==> src/rtl/fft8_bitrev_loader.sv <==
// Two-bank ping-pong loader: gathers 8 complex samples per frame into
// bit-reversed slot order and presents a whole frame to an 8-point DIT core.
module fft8_bitrev_loader #(
    parameter int W = 16
) (
    input  logic         clk,
    input  logic         rst_n,
    input  logic         s_valid,
    output logic         s_ready,
    input  logic [W-1:0] s_re,
    input  logic [W-1:0] s_im,
    input  logic         s_last,
    output logic         m_valid,
    input  logic         m_ready,
    output logic [W-1:0] x0_re,
    output logic [W-1:0] x0_im,
    output logic [W-1:0] x1_re,
    output logic [W-1:0] x1_im,
    output logic [W-1:0] x2_re,
    output logic [W-1:0] x2_im,
    output logic [W-1:0] x3_re,
    output logic [W-1:0] x3_im,
    output logic [W-1:0] x4_re,
    output logic [W-1:0] x4_im,
    output logic [W-1:0] x5_re,
    output logic [W-1:0] x5_im,
    output logic [W-1:0] x6_re,
    output logic [W-1:0] x6_im,
    output logic [W-1:0] x7_re,
    output logic [W-1:0] x7_im,
    output logic         err_frame,
    input  logic         err_clr
);

    typedef enum logic [1:0] {
        ST_EMPTY,
        ST_FILLING,
        ST_FULL
    } bank_st_e;

    bank_st_e       st_q [2];
    bank_st_e       st_d [2];
    logic [W-1:0]   re_q [2][8];
    logic [W-1:0]   re_d [2][8];
    logic [W-1:0]   im_q [2][8];
    logic [W-1:0]   im_d [2][8];
    logic           wbank_q, wbank_d;
    logic           rbank_q, rbank_d;
    logic [2:0]     cnt_q, cnt_d;
    logic           err_q, err_d;
    logic           s_fire;
    logic           m_fire;

    function automatic logic [2:0] bitrev3(input logic [2:0] n);
        return {n[0], n[1], n[2]};
    endfunction

    // Handshake flags decode registered bank state only.
    assign s_ready   = (st_q[wbank_q] != ST_FULL);
    assign m_valid   = (st_q[rbank_q] == ST_FULL);
    assign s_fire    = s_valid && s_ready;
    assign m_fire    = m_valid && m_ready;
    assign err_frame = err_q;

    always_comb begin
        st_d    = st_q;
        re_d    = re_q;
        im_d    = im_q;
        wbank_d = wbank_q;
        rbank_d = rbank_q;
        cnt_d   = cnt_q;
        err_d   = err_q;

        if (err_clr) begin
            err_d = 1'b0;
        end

        if (s_fire) begin
            re_d[wbank_q][bitrev3(cnt_q)] = s_re;
            im_d[wbank_q][bitrev3(cnt_q)] = s_im;
            cnt_d = cnt_q + 3'd1;
            if (cnt_q == 3'd7) begin
                st_d[wbank_q] = ST_FULL;
                wbank_d       = ~wbank_q;
            end else begin
                st_d[wbank_q] = ST_FILLING;
            end
            // A new framing error overrides a same-cycle clear.
            if (s_last != (cnt_q == 3'd7)) begin
                err_d = 1'b1;
            end
        end

        // Never the bank being written: a FULL bank blocks s_fire.
        if (m_fire) begin
            st_d[rbank_q] = ST_EMPTY;
            rbank_d       = ~rbank_q;
        end
    end

    always_ff @(posedge clk or negedge rst_n) begin
        if (!rst_n) begin
            st_q    <= '{default: ST_EMPTY};
            re_q    <= '{default: '0};
            im_q    <= '{default: '0};
            wbank_q <= 1'b0;
            rbank_q <= 1'b0;
            cnt_q   <= '0;
            err_q   <= 1'b0;
        end else begin
            st_q    <= st_d;
            re_q    <= re_d;
            im_q    <= im_d;
            wbank_q <= wbank_d;
            rbank_q <= rbank_d;
            cnt_q   <= cnt_d;
            err_q   <= err_d;
        end
    end

    assign x0_re = re_q[rbank_q][0];
    assign x0_im = im_q[rbank_q][0];
    assign x1_re = re_q[rbank_q][1];
    assign x1_im = im_q[rbank_q][1];
    assign x2_re = re_q[rbank_q][2];
    assign x2_im = im_q[rbank_q][2];
    assign x3_re = re_q[rbank_q][3];
    assign x3_im = im_q[rbank_q][3];
    assign x4_re = re_q[rbank_q][4];
    assign x4_im = im_q[rbank_q][4];
    assign x5_re = re_q[rbank_q][5];
    assign x5_im = im_q[rbank_q][5];
    assign x6_re = re_q[rbank_q][6];
    assign x6_im = im_q[rbank_q][6];
    assign x7_re = re_q[rbank_q][7];
    assign x7_im = im_q[rbank_q][7];

endmodule

==> config.mk <==
export PLATFORM = sky130hd
export DESIGN_NAME = fft8_bitrev_loader
export DESIGN_NICKNAME = d
export VERILOG_FILES = /design/src/rtl/fft8_bitrev_loader.sv
export SDC_FILE = /design/constraint.sdc
export NUM_CORES = 1
export LEC_CHECK = 0
export BUFFER_PORTS_ARGS = -buffer_cell sky130_fd_sc_hd__buf_2
export CORE_MARGIN = 4
export CORE_UTILIZATION = 30
export DETAILED_ROUTE_END_ITERATION = 6
export SETUP_SLACK_MARGIN = 0.05
export SKIP_CTS_REPAIR_TIMING = 1
export SYNTH_ARGS = -nofsm -noshare
export SYNTH_HDL_FRONTEND = slang
export SYNTH_SLANG_ARGS = --single-unit
==> constraint.sdc <==
create_clock -name clk -period 5.99 [get_ports clk]
set_clock_uncertainty 0.05 [all_clocks]
set_input_delay 0.8985 -clock clk [delete_from_list [all_inputs] [get_ports clk]]
set_output_delay 0.8985 -clock clk [all_outputs]
set_load 0.01 [all_outputs]
==> flow_summary_export.csv, run 1 <==
group,metric,value,unit
layout,final_core_util,0.362,
logic_synthesis,synthFlopType,"dfrtp_1",
setup_path,crit_path_max_fanout,62,
logic_synthesis,ys_async_sr_fraction,1.00,
sta,setup_viol,0,
grt,grt_start_max_net_pins,173,
detailed_routing,drt_first_pass_iters,4,
logic_synthesis,synth_most_common_cell,"mux2_2",
clock_tree,cts_buffers,60,
sta,rsz0062_at_grt,"false",
clock_tree,cts_buffer_depth,3,
sta,holdWs,0.252,ns
sta,finalCriticalPeriod,4.00,ns
logic_synthesis,ys_ff_latch,522,
logic_synthesis,ys_seq_area_frac,0.566,
floorplan,core_area,76100,um^2
setup_path,cp_slowest_cell,"dfrtp_4",
logic_synthesis,postSynthCellCount,1476,
grt,grt_pass1_vias,14717,
clock_tree,cts_root_buf,"clkbuf_16",
sta,hold_viol_final,0,
sta,tns,0,ns
detailed_routing,avgViaCountPerCell,4.70,
sta,setup_slack,1.99,ns
floorplan,fp.dieArea,81500,um^2
power,power,16.4,mW
setup_path,timing.rr.start,"wbank_q",
logic_synthesis,ys_types,31,
detailed_routing,drtAntennaViolNets,0,
layout,final_layout_size_suffix_gt1_frac,0.658,
layout,seq_area,13100,um^2
setup_path,crit_path_end,"x3_re[3]",
placement,dp_hpwl,39.1,mm
placement,dp_slack,2.65,ns
grt,overflow,0,
detailed_routing,num_vias,13242,
placement,placed_area,25500,um^2
setup_path,path_cells,"buf_4 > mux2_2 > buf_2",
logic_synthesis,synth_area,23100,um^2
setup_path,worstSetupPathType,"reg2out",
clock_tree,clock_latency,0.60,ns
setup_path,critical_path.startpoint_type,"flip-flop",
job,cap_viol_max_count,0,
floorplan,start_util,0.303,
floorplan,die_y,285,um
logic_synthesis,syn_nets,1521,
logic_synthesis,yosysTopAreaCell,"dfrtp_1",
sta,worst-slew-pin-transition,1.27,ns
hold_path,holdCritPathClass,"in2async",
layout,syn2layout_area_growth,19.2,%
setup_path,rrSetupSlack,3.01,ns
sta,max_freq,0.250,GHz
setup_path,cp-end-kind,"output port",
logic_synthesis,synth_edf_count,0,
sta,slew_viol_final,0,
layout,multi_input_area,9430,um^2
setup_path,arrival,3.05,ns
grt,antenna_found_initial,3,
setup_path,slowest_delay,1.05,ns
layout,final_cells,2817,
detailed_routing,routed_wl,62.7,mm
setup_path,rr_worst_depth,4,
logic_synthesis,yosysTopAreaCellShare,0.566,
placement,io_buffer_count,296,
setup_path,reg2reg_to,"im_q[68]",
sta,relSlewSlack,0.156,
logic_synthesis,post_synth_most_frequent_cells,"681 x mux2_2, 522 x dfrtp_1, 64 x buf_2, 60 x mux2_4, 46 x clkbuf_1",
grt,grt_usage,0.152,
setup_path,crit_start,"rbank_q",
clock_tree,cts_sinks,522,
power,powerDensity,595,nW/um^2
sta,finalCritPeriodShare,0.667,
placement,gp_congestion,0.731,
detailed_routing,avgRoutedWirePerCell,22.3,um
logic_synthesis,yosysWarnings,0,
clock_tree,cts_tree,"yes",
placement,place_inst,2709,
detailed_routing,drt_iter0_markers,613,
setup_path,worstPathRequired,5.04,ns
layout,fillers,7365,
clock_tree,path_clk_slew,0.06,ns
power,p_leak,12.8,nW
grt,grt_pass1_wl,95.2,mm
layout,final_nets,1786,
detailed_routing,route.detailed.drc,0,
floorplan,io_pins,297,
floorplan,std_cell_rows,101,
power,peakVddDrop,0.283,mV
clock_tree,htree_levels,2,
layout,design_area,27500,um^2
run_status,status,"finished, final reports clean",
floorplan,fp.dieW,285,um
logic_synthesis,synthTopCellsByArea,"dfrtp_1 57%, mux2_2 33%, mux2_4 3.9%",
logic_synthesis,syn_area_per_cell,15.6,um^2
sequential cells by signal, summed over array words and instances (netlist names):
| signal | cells |
|---|---|
| im_q | 256 |
| re_q | 256 |
| st_q | 4 |
| cnt_q | 3 |
| err_frame | 1 |
| rbank_q | 1 |
| wbank_q | 1 |
layout by cell type (no fill, tap or decap), types with 2 or more instances in the layout:
cell / instances
nor2_1: 5
dfrtp_1: 521
mux2_4: 60
inv_1: 4
inv_6: 3
clkbuf_16: 60
nand2b_1: 4
a21oi_1: 3
nor3_1: 2
nor2b_1: 2
nor3_4: 7
o21a_1: 3
nand3_1: 3
bufinv_16: 4
buf_2: 295
buf_4: 23
mux2_2: 681
or4b_4: 2
ha_1: 7
mux2_1: 28
and3_1: 2
mux2i_1: 2
clkinv_2: 13
clkbuf_8: 12
or3b_2: 2
buf_12: 3
nand2_1: 6
clkinvlp_4: 2
nor4_4: 2
clkbuf_1: 10
nand4_1: 2
xnor2_1: 2
layer usage:
metal  vias up  global-route usage  wire length, um
met5         -                   0               13
met4         2              0.0408             1580
met3        91              0.0317             2990
met2       271               0.252            29900
met1      7077               0.203            28200
li1       5801                   -                -
worst max-delay path, delay by kind of cell (launching register included):
family / cells / cell delay [ns]
buffers and inverters: 2 / 0.82
flip-flops: 1 / 1.05
multiplexers: 1 / 0.45
worst min-delay path by stage:
stage / start / endpoint / slack [ns] / cells after the start
floorplan: im_q[81] / im_q[81] / 0.40 / 1
global placement: im_q[81] / im_q[81] / 0.41 / 1
detailed placement: re_q[219] / re_q[219] / 0.42 / 1
CTS: rst_n / im_q[9] / 0.25 / 1
global route: rst_n / im_q[9] / 0.27 / 1
finish: rst_n / im_q[9] / 0.25 / 1
cells by family (layout without fill, tap and decap cells):
family / count (synthesis) / after routing / share of synthesized area
fa+ha+maj: 7 / 7 / 0.00379
simple gates: 42 / 42 / 0.0128
xor+xnor: 2 / 2 / 0.000759
flops: 522 / 522 / 0.566
buf+inv: 123 / 433 / 0.0287
mux: 771 / 771 / 0.386
compound gates: 9 / 9 / 0.00249
other cells: 0 / 1 / 0
cell type report:
cell class | count | share of cell area
sequential | 522 | 0.475
multi-input combinational | 831 | 0.343
tap | 1030 | 0.0468
antenna | 1 | 0.0000909
timing repair buffer | 322 | 0.0627
clock inverter | 25 | 0.0104
inverter | 4 | 0.000546
clock buffer | 82 | 0.0619
power by group:
| part | total [mW] | internal, mW | switching [mW] | leakage (nW) |
|---|---|---|---|---|
| logic | 6.58 | 3.56 | 3.02 | 5.36 |
| registers | 6.12 | 5.20 | 0.921 | 6.48 |
| clock network | 3.68 | 2.16 | 1.51 | 0.984 |
| total | 16.4 | 10.9 | 5.45 | 12.8 |
Note: power is estimated with default switching activity, not from simulation.
==> run 2: changes to the inputs <==
ABC_AREA = 1   (was default)
clock period = 3.39 ns   (was 5.99 ns; I/O delays follow)
==> run 2 against run 1 <==
Effect of this change: hold slack got worse by 0.17 ns; sequential power rose by 70%; clock power rose by 77%; global-route usage rose by 3.5 points; wire length rose by 23%; design area fell by 0.23%; sequential share of layout area rose by 0.11 points; sequential cell count did not move; count of clock-buffer cells in the layout rose by 7; first-iteration DRC count rose to 2.6 times the previous value; power rose by 67%; critical endpoint is now x0_re[4]; largest cell class unchanged.
==> flow_summary_export.csv, run 2 <==
group,metric,value,unit
power,power,27.3,mW
placement,dp_hpwl,48.6,mm
sta,worst-slew-pin-transition,1.05,ns
hold_path,holdCritPathClass,"in2reg",
floorplan,fp.dieArea,81500,um^2
grt,grt_pass1_wl,118,mm
grt,overflow,0,
detailed_routing,drtAntennaViolNets,0,
power,powerDensity,996,nW/um^2
clock_tree,cts_buffer_depth,3,
placement,io_buffer_count,296,
sta,relSlewSlack,0.300,
detailed_routing,dr_wl_met3,3.78,mm
layout,seq_area,13100,um^2
detailed_routing,num_vias,19408,
logic_synthesis,postSynthCellCount,3028,
grt,antenna_found_initial,0,
grt,grt_usage,0.187,
logic_synthesis,post_synth_most_frequent_cells,"2081 x nand2_1, 522 x dfrtp_1, 130 x o21ai_0, 96 x clkbuf_1, 68 x buf_2",
floorplan,die_y,285,um
logic_synthesis,ys_ff_latch,522,
sta,setup_viol,0,
logic_synthesis,syn_nets,3073,
setup_path,cp_slowest_cell,"buf_12",
layout,multi_input_area,8910,um^2
floorplan,fp.dieW,285,um
clock_tree,cts_tree,"yes",
power,peakVddDrop,0.800,mV
logic_synthesis,ys_types,22,
detailed_routing,top_layer_used,"met4",
logic_synthesis,synthFlopType,"dfrtp_1",
setup_path,cp-end-kind,"output port",
layout,layout_commonest_cell,"nand2_1",
run_status,status,"finished, final reports clean",
setup_path,crit_path_max_fanout,182,
setup_path,worstPathRequired,2.83,ns
sta,finalCriticalPeriod,3.03,ns
setup_path,critical_path.startpoint_type,"flip-flop",
hold_path,hold_path_depth,4,
clock_tree,clock_latency,0.60,ns
detailed_routing,drt_first_pass_iters,5,
logic_synthesis,synth_area,23100,um^2
layout,final_nets,3289,
grt,grt_start_max_net_pins,183,
logic_synthesis,yosysWarnings,0,
layout,final_layout_size_suffix_gt1_frac,0.142,
logic_synthesis,yosysTopAreaCell,"dfrtp_1",
setup_path,worstSetupPathType,"reg2out",
setup_path,crit_top_cell,"nand2_1",
floorplan,start_util,0.304,
sta,rsz0062_at_grt,"false",
detailed_routing,wl_met2,36.8,mm
detailed_routing,routed_wl,77.0,mm
layout,fillers,8043,
layout,antenna_cells,0,
detailed_routing,avgRoutedWirePerCell,17.8,um
power,p_leak,15.7,nW
sta,max_freq,0.330,GHz
floorplan,io_pins,297,
logic_synthesis,synth_most_common_cell,"nand2_1",
placement,gp_congestion,0.769,
clock_tree,path_clk_slew,0.06,ns
detailed_routing,wl_met1,34.2,mm
setup_path,path_cells,"buf_12 > nand2_1 > nand2_1 > buf_2",
setup_path,arrival,2.47,ns
detailed_routing,avgViaCountPerCell,4.49,
layout,syn2layout_area_growth,18.9,%
clock_tree,cts_buffers,60,
logic_synthesis,ys_seq_area_frac,0.566,
clock_tree,cts_sinks,522,
clock_tree,cts_root_buf,"clkbuf_16",
layout,reg_top3,"im_q: 256 flops, re_q: 256 flops, st_q: 4 flops",
floorplan,core_area,76100,um^2
logic_synthesis,yosysTopAreaCellShare,0.566,
logic_synthesis,synth_edf_count,0,
setup_path,slowest_delay,0.61,ns
clock_tree,htree_levels,2,
sta,slew_viol_final,0,
logic_synthesis,syn_area_per_cell,7.63,um^2
floorplan,std_cell_rows,101,
grt,grt_pass1_vias,18681,
sta,tns,0,ns
layout,final_cell_mix,"2081 x nand2_1, 521 x dfrtp_1, 295 x buf_2",
detailed_routing,drt_iter0_markers,1570,
sta,hold_viol_final,0,
detailed_routing,route.detailed.drc,0,
sta,finalCritPeriodShare,0.894,
logic_synthesis,ys_async_sr_fraction,1.00,
job,cap_viol_max_count,0,
setup_path,rr_worst_depth,7,
logic_synthesis,synthTopCellsByArea,"dfrtp_1 57%, nand2_1 34%, o21ai_0 2.8%",
-- run 2: changes by cell type after synthesis, moves of 7 or more --
| cell | change |
|---|---|
| clkbuf_1 | +50 |
| mux2_4 | -60 |
| inv_1 | +47 |
| nor2_4 | +7 |
| nor2_2 | +7 |
| buf_6 | +16 |
| mux2_2 | -681 |
| o21ai_0 | +129 |
| nand2_1 | +2075 |
| mux2_1 | -28 |
| nor3_2 | -7 |
| nand3_1 | +10 |
-- run 2: metal layers --
metal	GRT usage	vias to the layer above
li1	-	9526
met1	0.252	9279
met2	0.313	489
met3	0.0291	114
met4	0.0537	0
met5	0	-
-- run 2: stage by stage --
step	hold slack [ns]	setup WS, ns	utilization	std cells	cell area [um^2]
4_1_cts	-0.206	0.426	0.361	4321	27400
5_1_grt	0.0731	0.318	0.361	4322	27500
3_5_place_dp	0.408	1.01	0.335	4211	25500
3_3_place_gp	0.403	1.08	0.335	4211	25500
2_1_floorplan	0.163	1.58	-	3028	23100
6_report	0.0836	0.358	0.361	4322	27500
-- run 2: area by class of cell --
| type | instances | area share |
|---|---|---|
| flip-flops and latches | 522 | 0.476 |
| multi-input cells | 2263 | 0.325 |
| repair buffers | 344 | 0.0726 |
| clock buffers | 89 | 0.0642 |
| well taps | 1030 | 0.0469 |
| clock inverters | 21 | 0.00811 |
| inverters | 53 | 0.00752 |
-- run 2: critical path: cells and delay by family, from the launching register on --
kind / cells / cell delay [ns]
buffers and inverters: 2 / 0.78
AND/OR/NAND/NOR: 2 / 0.35
flip-flops: 1 / 0.47
-- run 2: cell families after synthesis --
kind of cell             share of synthesized area
adder cells (fa/ha/maj)                    0.00379
XOR/XNOR                                  0.000379
flip-flops                                   0.566
AO/OA/AOI/OAI                               0.0284
AND/OR/NAND/NOR                              0.351
buffers and inverters                       0.0502
-- run 2: final timing paths --
check	slack, ns	end	startpoint
worst max-delay path	0.36	x0_re[4]	rbank_q
worst min-delay path	0.08	err_frame	err_clr
worst max register to register	1.12	im_q[37]	cnt_q[1]
worst min register to register	0.42	re_q[48]	re_q[48]
max in group asynchronous	1.84	im_q[55]	rst_n
min in group asynchronous	0.39	re_q[40]	rst_n
-- run 2: where the power goes --
group	switching, mW	total (mW)	leakage [nW]	internal [mW]
Clock	2.63	6.51	0.972	3.88
Sequential	1.44	10.4	6.70	8.95
Combinational	6.92	10.4	8.02	3.50
